## config.mk

```make
export PLATFORM = sky130hd
export DESIGN_NAME = uart_tx_ctrl
export DESIGN_NICKNAME = d
export VERILOG_FILES = /design/src/rtl/uart_tx_ctrl.sv
export SDC_FILE = /design/constraint.sdc
export NUM_CORES = 1
export LEC_CHECK = 0
export CAP_MARGIN = 20
export CORE_MARGIN = 2
export CORE_UTILIZATION = 50
export CTS_CLUSTER_DIAMETER = 50
export DETAILED_ROUTE_END_ITERATION = 10
export MAX_ROUTING_LAYER = met4
export PLACE_DENSITY_LB_ADDON = 0.15
export SLEW_MARGIN = 20
export SYNTH_ARGS = -nofsm -noshare
export SYNTH_HDL_FRONTEND = slang
export SYNTH_SLANG_ARGS = --single-unit
```

## constraint.sdc

```tcl
create_clock -name CLK -period 3.7 [get_ports CLK]
set_input_delay 0.555 -clock CLK [delete_from_list [all_inputs] [get_ports CLK]]
set_output_delay 0.555 -clock CLK [all_outputs]
set_load 0.02 [all_outputs]
```

## src/rtl/uart_tx_ctrl.sv

```systemverilog
// UART transmit frame sequencer: start bit, DATA_WIDTH data bits LSB-first,
// optional parity bit, stop bit, one serial bit per baud-tick clock edge.
module uart_tx_ctrl #(
    parameter int unsigned DATA_WIDTH = 8
) (
    input  logic                  CLK,
    input  logic                  RST,
    input  logic [DATA_WIDTH-1:0] P_DATA,
    input  logic                  Data_Valid,
    input  logic                  PAR_EN,
    input  logic                  PAR_TYP,
    input  logic                  par_bit,
    output logic [DATA_WIDTH-1:0] par_data,
    output logic                  par_valid,
    output logic                  par_type,
    output logic                  TX_OUT,
    output logic                  busy
);

    localparam int unsigned CNT_W = $clog2(DATA_WIDTH);
    localparam logic [CNT_W-1:0] LAST_BIT = CNT_W'(DATA_WIDTH - 1);

    localparam logic [2:0] IDLE   = 3'd0;
    localparam logic [2:0] START  = 3'd1;
    localparam logic [2:0] DATA   = 3'd2;
    localparam logic [2:0] PARITY = 3'd3;
    localparam logic [2:0] STOP   = 3'd4;

    logic [2:0]            r_state;
    logic [DATA_WIDTH-1:0] r_shift;
    logic [CNT_W-1:0]      r_cnt;
    logic                  r_par_en;

    logic [2:0]            w_state_nxt;
    logic [DATA_WIDTH-1:0] w_shift_nxt;
    logic [CNT_W-1:0]      w_cnt_nxt;
    logic                  w_par_en_nxt;
    logic [DATA_WIDTH-1:0] w_par_data_nxt;
    logic                  w_par_type_nxt;
    logic                  w_tx_nxt;
    logic                  w_busy_nxt;

    // State register and registered outputs
    always_ff @(posedge CLK or negedge RST) begin
        if (!RST) begin
            r_state   <= IDLE;
            r_shift   <= '0;
            r_cnt     <= '0;
            r_par_en  <= 1'b0;
            par_data  <= '0;
            par_type  <= 1'b0;
            par_valid <= 1'b0;
            TX_OUT    <= 1'b1;
            busy      <= 1'b0;
        end else begin
            r_state   <= w_state_nxt;
            r_shift   <= w_shift_nxt;
            r_cnt     <= w_cnt_nxt;
            r_par_en  <= w_par_en_nxt;
            par_data  <= w_par_data_nxt;
            par_type  <= w_par_type_nxt;
            par_valid <= w_busy_nxt;
            TX_OUT    <= w_tx_nxt;
            busy      <= w_busy_nxt;
        end
    end

    // Next state; outputs are derived from the state being entered so the
    // registered line always matches the state currently held.
    always_comb begin
        w_state_nxt    = r_state;
        w_shift_nxt    = r_shift;
        w_cnt_nxt      = r_cnt;
        w_par_en_nxt   = r_par_en;
        w_par_data_nxt = par_data;
        w_par_type_nxt = par_type;
        w_tx_nxt       = 1'b1;
        w_busy_nxt     = 1'b0;

        case (r_state)
            IDLE: begin
                if (Data_Valid) begin
                    w_state_nxt    = START;
                    w_shift_nxt    = P_DATA;
                    w_par_data_nxt = P_DATA;
                    w_par_en_nxt   = PAR_EN;
                    w_par_type_nxt = PAR_TYP;
                end
            end
            START: begin
                w_state_nxt = DATA;
                w_cnt_nxt   = '0;
            end
            DATA: begin
                w_shift_nxt = r_shift >> 1;
                if (r_cnt == LAST_BIT) begin
                    w_cnt_nxt   = '0;
                    w_state_nxt = r_par_en ? PARITY : STOP;
                end else begin
                    w_cnt_nxt = r_cnt + CNT_W'(1);
                end
            end
            PARITY:  w_state_nxt = STOP;
            STOP:    w_state_nxt = IDLE;
            default: w_state_nxt = IDLE;
        endcase

        case (w_state_nxt)
            START:   w_tx_nxt = 1'b0;
            DATA:    w_tx_nxt = w_shift_nxt[0];
            PARITY:  w_tx_nxt = par_bit;
            default: w_tx_nxt = 1'b1;
        endcase
        w_busy_nxt = (w_state_nxt != IDLE);
    end

endmodule

```

After elaboration in Yosys (flattened, before gate mapping)
Cells that the tools add are included.
- mux-type cells: 9
- reduce and logical (&&, ||, !) cells: 6
- $add $sub $neg: 1
- eq/ne operators: 8
- operators with widths (cell ; count):
    $pmux 8 s2 ; 1
    $eq 3x2->1 const B ; 4
    $mux 3 ; 4
    $pmux 3 s4 ; 1
    $mux 8 ; 1
    $eq 3x1->1 const B ; 2
    $pmux 3 s2 ; 1
    $reduce_and 2->1 ; 2
    $reduce_bool 2->1 ; 2
    $add 3x1->3 const B ; 1
    $eq 3x3->1 const B ; 1
    $logic_not 3->1 ; 1
    $pmux 1 s3 ; 1
    $reduce_bool 3->1 ; 1
    $ne 2x2->1 const B ; 1
- bits in registers: 26
- input bits: 14
- output and inout port bits: 12
- word-level logic and storage cells: 33

Logic depth before layout (Yosys ltp)
Gate-level depths: netlist of run 1.
- depth in word-level cells: 5
- depth in mapped cells: 7
- gate-level depth less buffers: 6

Least setup slack after synthesis of run 1
Ideal clock, no wire load.
- kind: register to register
- start: register, netlist name r_cnt[0]
- end: register par_data[0]
- buffers on the path: 1
- setup time: 0.125 ns
- cell stages (with the launch flop): 8
- period minus slack after synthesis: 1.854 ns
- data arrival time: 1.729 ns
- data required time: 3.575 ns
- slack: 1.846 ns
- cell sequence: dfrtp_1 ha_1 ha_1 nor2b_1 o32ai_4 nor2_2 buf_6 mux2_4
- RTL lines (item ; RTL line ; text):
    to (signal assigned) ; 60 ; par_data <= w_par_data_nxt;
    to (decl) ; 13 ; output logic [DATA_WIDTH-1:0] par_data,

Worst setup path after layout of run 1
- start: input port Data_Valid
- end: register par_type
- word-level cells in the longest chain between the ends: 1
- ends and longest elaborated chain (item ; RTL line ; text):
    from (decl) ; 9 ; input logic Data_Valid,
    $reduce_and 2->1 (no source line) ; -- ;
    to (signal assigned) ; 61 ; par_type <= w_par_type_nxt;
    to (decl) ; 15 ; output logic par_type,
No other way between the ends.
A chain may end at the register's enable or synchronous reset.

==> reports/results.ini, run 1 <==
[global_route]
antenna_found_initial = 0
grt_pass1_wl_mm = 4.015
grt_pass1_vias = 908
grt_overflow = 0
track_usage = 0.1995
grt_max_degree = 27

[synthesis]
synth_cell_types = 29
yosysWarnings = 0
synth_xor_area_frac = 0
synthSimpleGateAreaFrac = 0.1005
ys_ff_latch = 26
yosysSeqAreaShare = 0.5344
syn_inst = 103
synth.area.top_cells = dfrtp_1, mux2_4, a22oi_1
syn_avg_cell_area_sq_um = 11.84
yosys-top-cells-count = dfrtp_1, o21ai_0, mux2_4, a22oi_1, nor2b_1
synth_area_sq_um = 1220
yosysMostFrequentCell = dfrtp_1
synth_mux_area_frac = 0.1200
ys_async_sr_fraction = 1.000
synth_flop_cell = dfrtp_1
synth_top_cell_area_share = 0.5128
syn-num-nets = 119
synth_fa_ha_area_frac = 0.02051
synth_largest_area_cell = dfrtp_1
synth-compound-area-share = 0.1836
synth_top_family_by_area = compound AO/OA/AOI/OAI gates
synth_edf_count = 0

[worst_setup_path]
crit_chain = clkdlybuf4s50_1 > nor2b_1 > o21ai_1 > nor2_2 > mux2_2
arrival_ns = 2.76
cp_num_buf_inv = 1
crit_family = simple AND/OR/NAND/NOR gates
cp-start-kind = primary input
worstSetupPathType = in2reg
cp_slowest_cell = clkdlybuf4s50_1
crit_fanout = 12
critPathMaxStageDelay_ns = 0.73
cp_data_required_time_ns = 3.92
crit_path_end_kind = register

[sta]
fin_crit_ns = 2.548
tightest_slew_ns = 0.7525
final_hold_viol_count = 0
fmax_mhz = 392.5
setup_viol = 0
setup_ws_ns = 1.152
drv_slew = 0
final.setup.tns_ns = 0
max-slew-margin-rel = 0.4978
period_share = 0.6886
rsz0062_at_grt = no
finClkSkew_ns = 0.009004

[placement]
gp_congestion = 0.8091
post-place-ws_ns = 0.8008
post_dp_cell_area_sq_um = 1473
hpwl_mm = 1.745
io_buffers = 25

[layout]
ff_latch_area_sq_um = 651.9
filler_cell_count = 195
fin_util = 0.6648
fin_area_sq_um = 1499
num-nets-final = 144
drive_gt1_frac = 0.1575
n_antenna_cell = 0
area_growth_pct = 22.87
multi_input_area_sq_um = 518.0

[route]
drt_iter0_drc = 6
drt_drc_violations_left = 0
viasPerCell = 5.600
vias = 868
wl_per_cell_um = 15.66
drt_wl_total_mm = 2.428
dr.pass1.iters = 2
ant_nets = 0

[clocking]
clkTransAtPathRegs_ns = 0.14
cts-htree-levels = 1
clockRootBuffer = clkbuf_4
clockBufferDepth = 2
cts_tree = built
cts_hold_buffers = 0
cts.sink_count = 26
cts_buffers = 3
cts_resized = 0
post_cts_buffers = 0
clkLatencyLatePin_ns = 0.31

[floorplanning]
die_area_sq_um = 2851
dieWidth_um = 53.40
ioPinCount = 26
core_area_sq_um = 2255
rows = 17
die_y_um = 53.40
initial_core_util = 0.5411

[run]
max_cap_viol_count = 0

[hold_path]
hp-class = in2async

[power_and_ir_drop]
total_power_mw = 1.320
p_leak_nw = 0.6589
p_per_area_nw_per_um2 = 880.9
ir_drop_uv = 525.3

[status]
status = completed

==> flip-flops by register name (all words and copies together), names as in the netlist <==
name      cells
r_cnt         3
busy          1
r_state       3
TX_OUT        1
par_data      8
par_type      1
r_par_en      1
r_shift       8
==> logic make-up after synthesis <==
logic type	after synthesis
AND/OR/NAND/NOR	23
adder cells (fa/ha/maj)	2
AO/OA/AOI/OAI	32
buffers and inverters	10
flip-flops	26
multiplexers	10
==> worst register-to-register path: cells and delay by family, from the launching register on <==
kind                     cells  cell delay, ns
adder cells (fa/ha/maj)      2            0.38
AO/OA/AOI/OAI                1            0.15
flip-flops                   1            0.43
multiplexers                 1            0.41
AND/OR/NAND/NOR              2            0.93
==> power by group <==
| group | total [mW] | leakage, nW | switching [mW] | internal [mW] |
|---|---|---|---|---|
| registers | 0.535 | 0.319 | 0.112 | 0.423 |
| clock network | 0.121 | 0.0150 | 0.0792 | 0.0420 |
| logic | 0.664 | 0.325 | 0.312 | 0.352 |
==> routing by layer <==
metal / wire length (um) / part of all wire / global-route usage
met4: 20 / 0.0082 / 0.07265
met2: 1176 / 0.48 / 0.3230
met3: 77 / 0.032 / 0.02542
met1: 1154 / 0.48 / 0.2559
met5: 0 / 0 / -
==> area by class of cell <==
cell class                 count  share of cell area
sequential                    26              0.4349
inverter                       4             0.01002
tap                           28             0.02337
multi-input combinational     67              0.3456
clock buffer                   4             0.01753
timing repair buffer          26              0.1686
==> stage by stage <==
stage,std cells,hold WS (ns)
floorplan,103,0.2594
detailed placement,151,0.4677
finish,155,0.2179
CTS,155,0.2348
global placement,151,0.4535
global route,155,0.2555
==> worst paths after layout <==
path                                      start                      to  slack [ns]  depth (start not counted)
min                                         RST  r_shift[6]$_DFFE_PN0P_        0.22                          1
max in group asynchronous                   RST        TX_OUT$_DFF_PN1_        2.94                          2
max reg2reg                r_cnt[0]$_DFFE_PN0P_    par_type$_DFFE_PN0P_        1.32                          6
min reg2reg                r_shift[0]$_DFF_PN0_    r_shift[0]$_DFF_PN0_        0.50                          2
min in group CLK           r_shift[0]$_DFF_PN0_    r_shift[0]$_DFF_PN0_        0.50                          2
max                                  Data_Valid    par_type$_DFFE_PN0P_        1.15                          5
==> layout by cell type (no fill, tap or decap) <==
master,n
mux2_2,1
a21oi_1,2
dfrtp_1,25
inv_1,4
a2bb2oi_1,2
buf_4,1
nor2b_1,7
a21o_1,1
and3_1,1
or2_2,1
nor2_2,1
nand2b_2,1
dfstp_2,1
a22o_1,1
o21ai_1,1
nor3_1,1
clkdlybuf4s50_1,24
a31oi_1,6
nor2_1,5
o21ai_0,10
ha_1,2
nand2b_1,1
clkbuf_1,1
nand2_1,4
or3_1,1
mux2_4,9
o32ai_4,1
buf_2,1
a22oi_1,8
clkbuf_4,3
No activity file was read; power rests on OpenSTA's default activity.
==> run 2: changes to the inputs <==
--- a/config.mk
+++ b/config.mk
@@ -7,7 +7,7 @@
 export LEC_CHECK = 0
 export CAP_MARGIN = 20
 export CORE_MARGIN = 2
-export CORE_UTILIZATION = 50
+export CORE_UTILIZATION = 44
 export CTS_CLUSTER_DIAMETER = 50
 export DETAILED_ROUTE_END_ITERATION = 10
 export MAX_ROUTING_LAYER = met4
==> constraint.sdc (replaced) <==
create_clock -name CLK -period 2.1 [get_ports CLK]
set_input_delay 0.315 -clock CLK [delete_from_list [all_inputs] [get_ports CLK]]
set_output_delay 0.315 -clock CLK [all_outputs]
set_load 0.02 [all_outputs]
==> reports/results.ini, run 2 (same netlist as run 1, synthesis figures left out) <==
[clocking]
cts_hold_buffers = 0  ; unchanged
cts-htree-levels = 1  ; unchanged
clkTransAtPathRegs_ns = 0.15  ; about the same
cts_buffers = 3  ; unchanged
clockBufferDepth = 2  ; unchanged
clkLatencyLatePin_ns = 0.32  ; about the same
cts.sink_count = 26  ; unchanged
clockRootBuffer = clkbuf_4
cts_tree = built

[sta]
rsz0062_at_grt = no
max-slew-margin-rel = 0.7021  ; +0.2043
drv_slew = 0  ; unchanged
final.setup.tns_ns = 0  ; unchanged
fin_crit_ns = 1.962
fmax_mhz = 509.8
setup_viol = 0  ; unchanged
finClkSkew_ns = 0.01433  ; +0.005329 ns
period_share = 0.9341
tightest_slew_ns = 0.4458  ; -0.3067 ns
final_hold_viol_count = 0  ; unchanged

[worst_setup_path]
arrival_ns = 2.16  ; -0.60 ns
cp_data_required_time_ns = 2.30  ; -1.62 ns
crit_path_end_kind = register
worstSetupPathType = reg2reg
ff2ff_path_depth = 8  ; +2
crit_fanout = 3  ; -9
r2r_setup_slack_ns = 0.14  ; -1.18 ns
cp-start-kind = register

[layout]
final_cells = 166  ; +7.1%
area_growth_pct = 28.92
drive_gt1_frac = 0.2000  ; +0.04252
fin_util = 0.5855  ; -0.07935
final_cell_mix = dfrtp_1, clkdlybuf4s50_1, o21ai_0, mux2_4, buf_4
filler_cell_count = 247  ; +27%
n_antenna_cell = 0  ; unchanged
num-nets-final = 152  ; +5.6%
reg.largest.list = par_data x8, r_shift x8

[floorplanning]
die_y_um = 56.66  ; +6.1%
rows = 19  ; +2
die_area_sq_um = 3210  ; +13%
dieWidth_um = 56.66  ; +6.1%
initial_core_util = 0.4541  ; -0.08694
core_area_sq_um = 2686  ; +19%
ioPinCount = 26  ; unchanged

[placement]
io_buffers = 25  ; unchanged
dp.cells = 162  ; +7.3%
gp_congestion = 0.7512  ; -7.2%
hpwl_mm = 1.697  ; -2.8%

[global_route]
grt_pass1_vias = 887  ; -2.3%
grt_pass1_wl_mm = 4.091  ; +1.9%
antenna_found_initial = 0  ; unchanged
grt_max_degree = 27  ; unchanged
track_usage = 0.1704  ; -0.02908
grt_overflow = 0  ; unchanged

[power_and_ir_drop]
p_per_area_nw_per_um2 = 1521  ; +73%
p_leak_nw = 0.6983  ; +6.0%
ir_drop_uv = 1065  ; +100%

[hold_path]
hp-class = in2async

[route]
drt_iter0_drc = 30  ; +24
ant_nets = 0  ; unchanged
drt_wl_total_mm = 2.361  ; -2.8%
viasPerCell = 5.181  ; -7.5%
drt_drc_violations_left = 0  ; unchanged
wl_per_cell_um = 14.22  ; -9.2%
dr.pass1.iters = 4  ; +2
vias = 860  ; -0.92%

[run]
max_cap_viol_count = 0  ; unchanged

[status]
status = completed

## run 2: changes by cell type in the layout (fill, tap and decap cells not counted)
cell,delta
nor2_4,+1
clkdlybuf4s50_1,+1
buf_2,-1
nor2_2,-1
buf_4,+8
## run 2: per-stage QoR
step | area (sq um) | hold slack [ns] | power [mW] | setup WS [ns]
after detailed placement | 1541 | 0.4768 | 2.178 | -0.1245
after floorplan | 1220 | 0.01941 | 1.734 | 0.2458
after CTS | 1573 | 0.3430 | 2.409 | 0.09946
after global placement | 1541 | 0.4653 | 2.155 | -0.09807
after global routing | 1573 | 0.3967 | 2.563 | 0.007378
final | 1573 | 0.3337 | 2.391 | 0.1383
## run 2: final timing paths
kind	from	endpoint
setup / recovery	r_cnt[0]$_DFFE_PN0P_	busy$_DFF_PN0_
hold / removal	RST	par_data[4]$_DFFE_PN0P_
max in group asynchronous	RST	TX_OUT$_DFF_PN1_
setup reg to reg	r_cnt[0]$_DFFE_PN0P_	busy$_DFF_PN0_
min in group CLK	r_shift[0]$_DFF_PN0_	r_shift[0]$_DFF_PN0_
hold reg to reg	r_shift[0]$_DFF_PN0_	r_shift[0]$_DFF_PN0_
## run 2: report_power, final
group | switching [mW] | total, mW | internal [mW]
registers | 0.175 | 0.920 | 0.746
logic | 0.571 | 1.25 | 0.681
clock network | 0.145 | 0.219 | 0.0742
## run 2: timing repair
item / in CTS / in global routing
resized for setup: 1 / 0
setup endpoints to repair: 10 / 1
buffers inserted: 0 / 0
pin swaps: 0 / 1
## run 2: cell type report
cell class                 count  area, sq um  area share
sequential                    26        651.9      0.4145
multi-input combinational     67        523.0      0.3325
timing repair buffer          34        317.8      0.2021
tap                           31        38.79     0.02466
clock buffer                   4        26.28     0.01671
inverter                       4        15.01    0.009547
## run 2: metal layers
| metal | wire, um | up-vias | global-route usage |
|---|---|---|---|
| met5 | 0 | - | - |
| met4 | 20 | 0 | 0.06122 |
| met3 | 95 | 2 | 0.02535 |
| met2 | 1062 | 18 | 0.2625 |
| met1 | 1183 | 406 | 0.2301 |
| li1 | - | 434 | - |
## run 2: critical path: stages (launching register included)
cell	delay [ns]
dfrtp_1	0.40
ha_1	0.20
ha_1	0.20
buf_4	0.15
and3_1	0.15
o21ai_1	0.24
buf_4	0.18
inv_1	0.04
or3_1	0.30
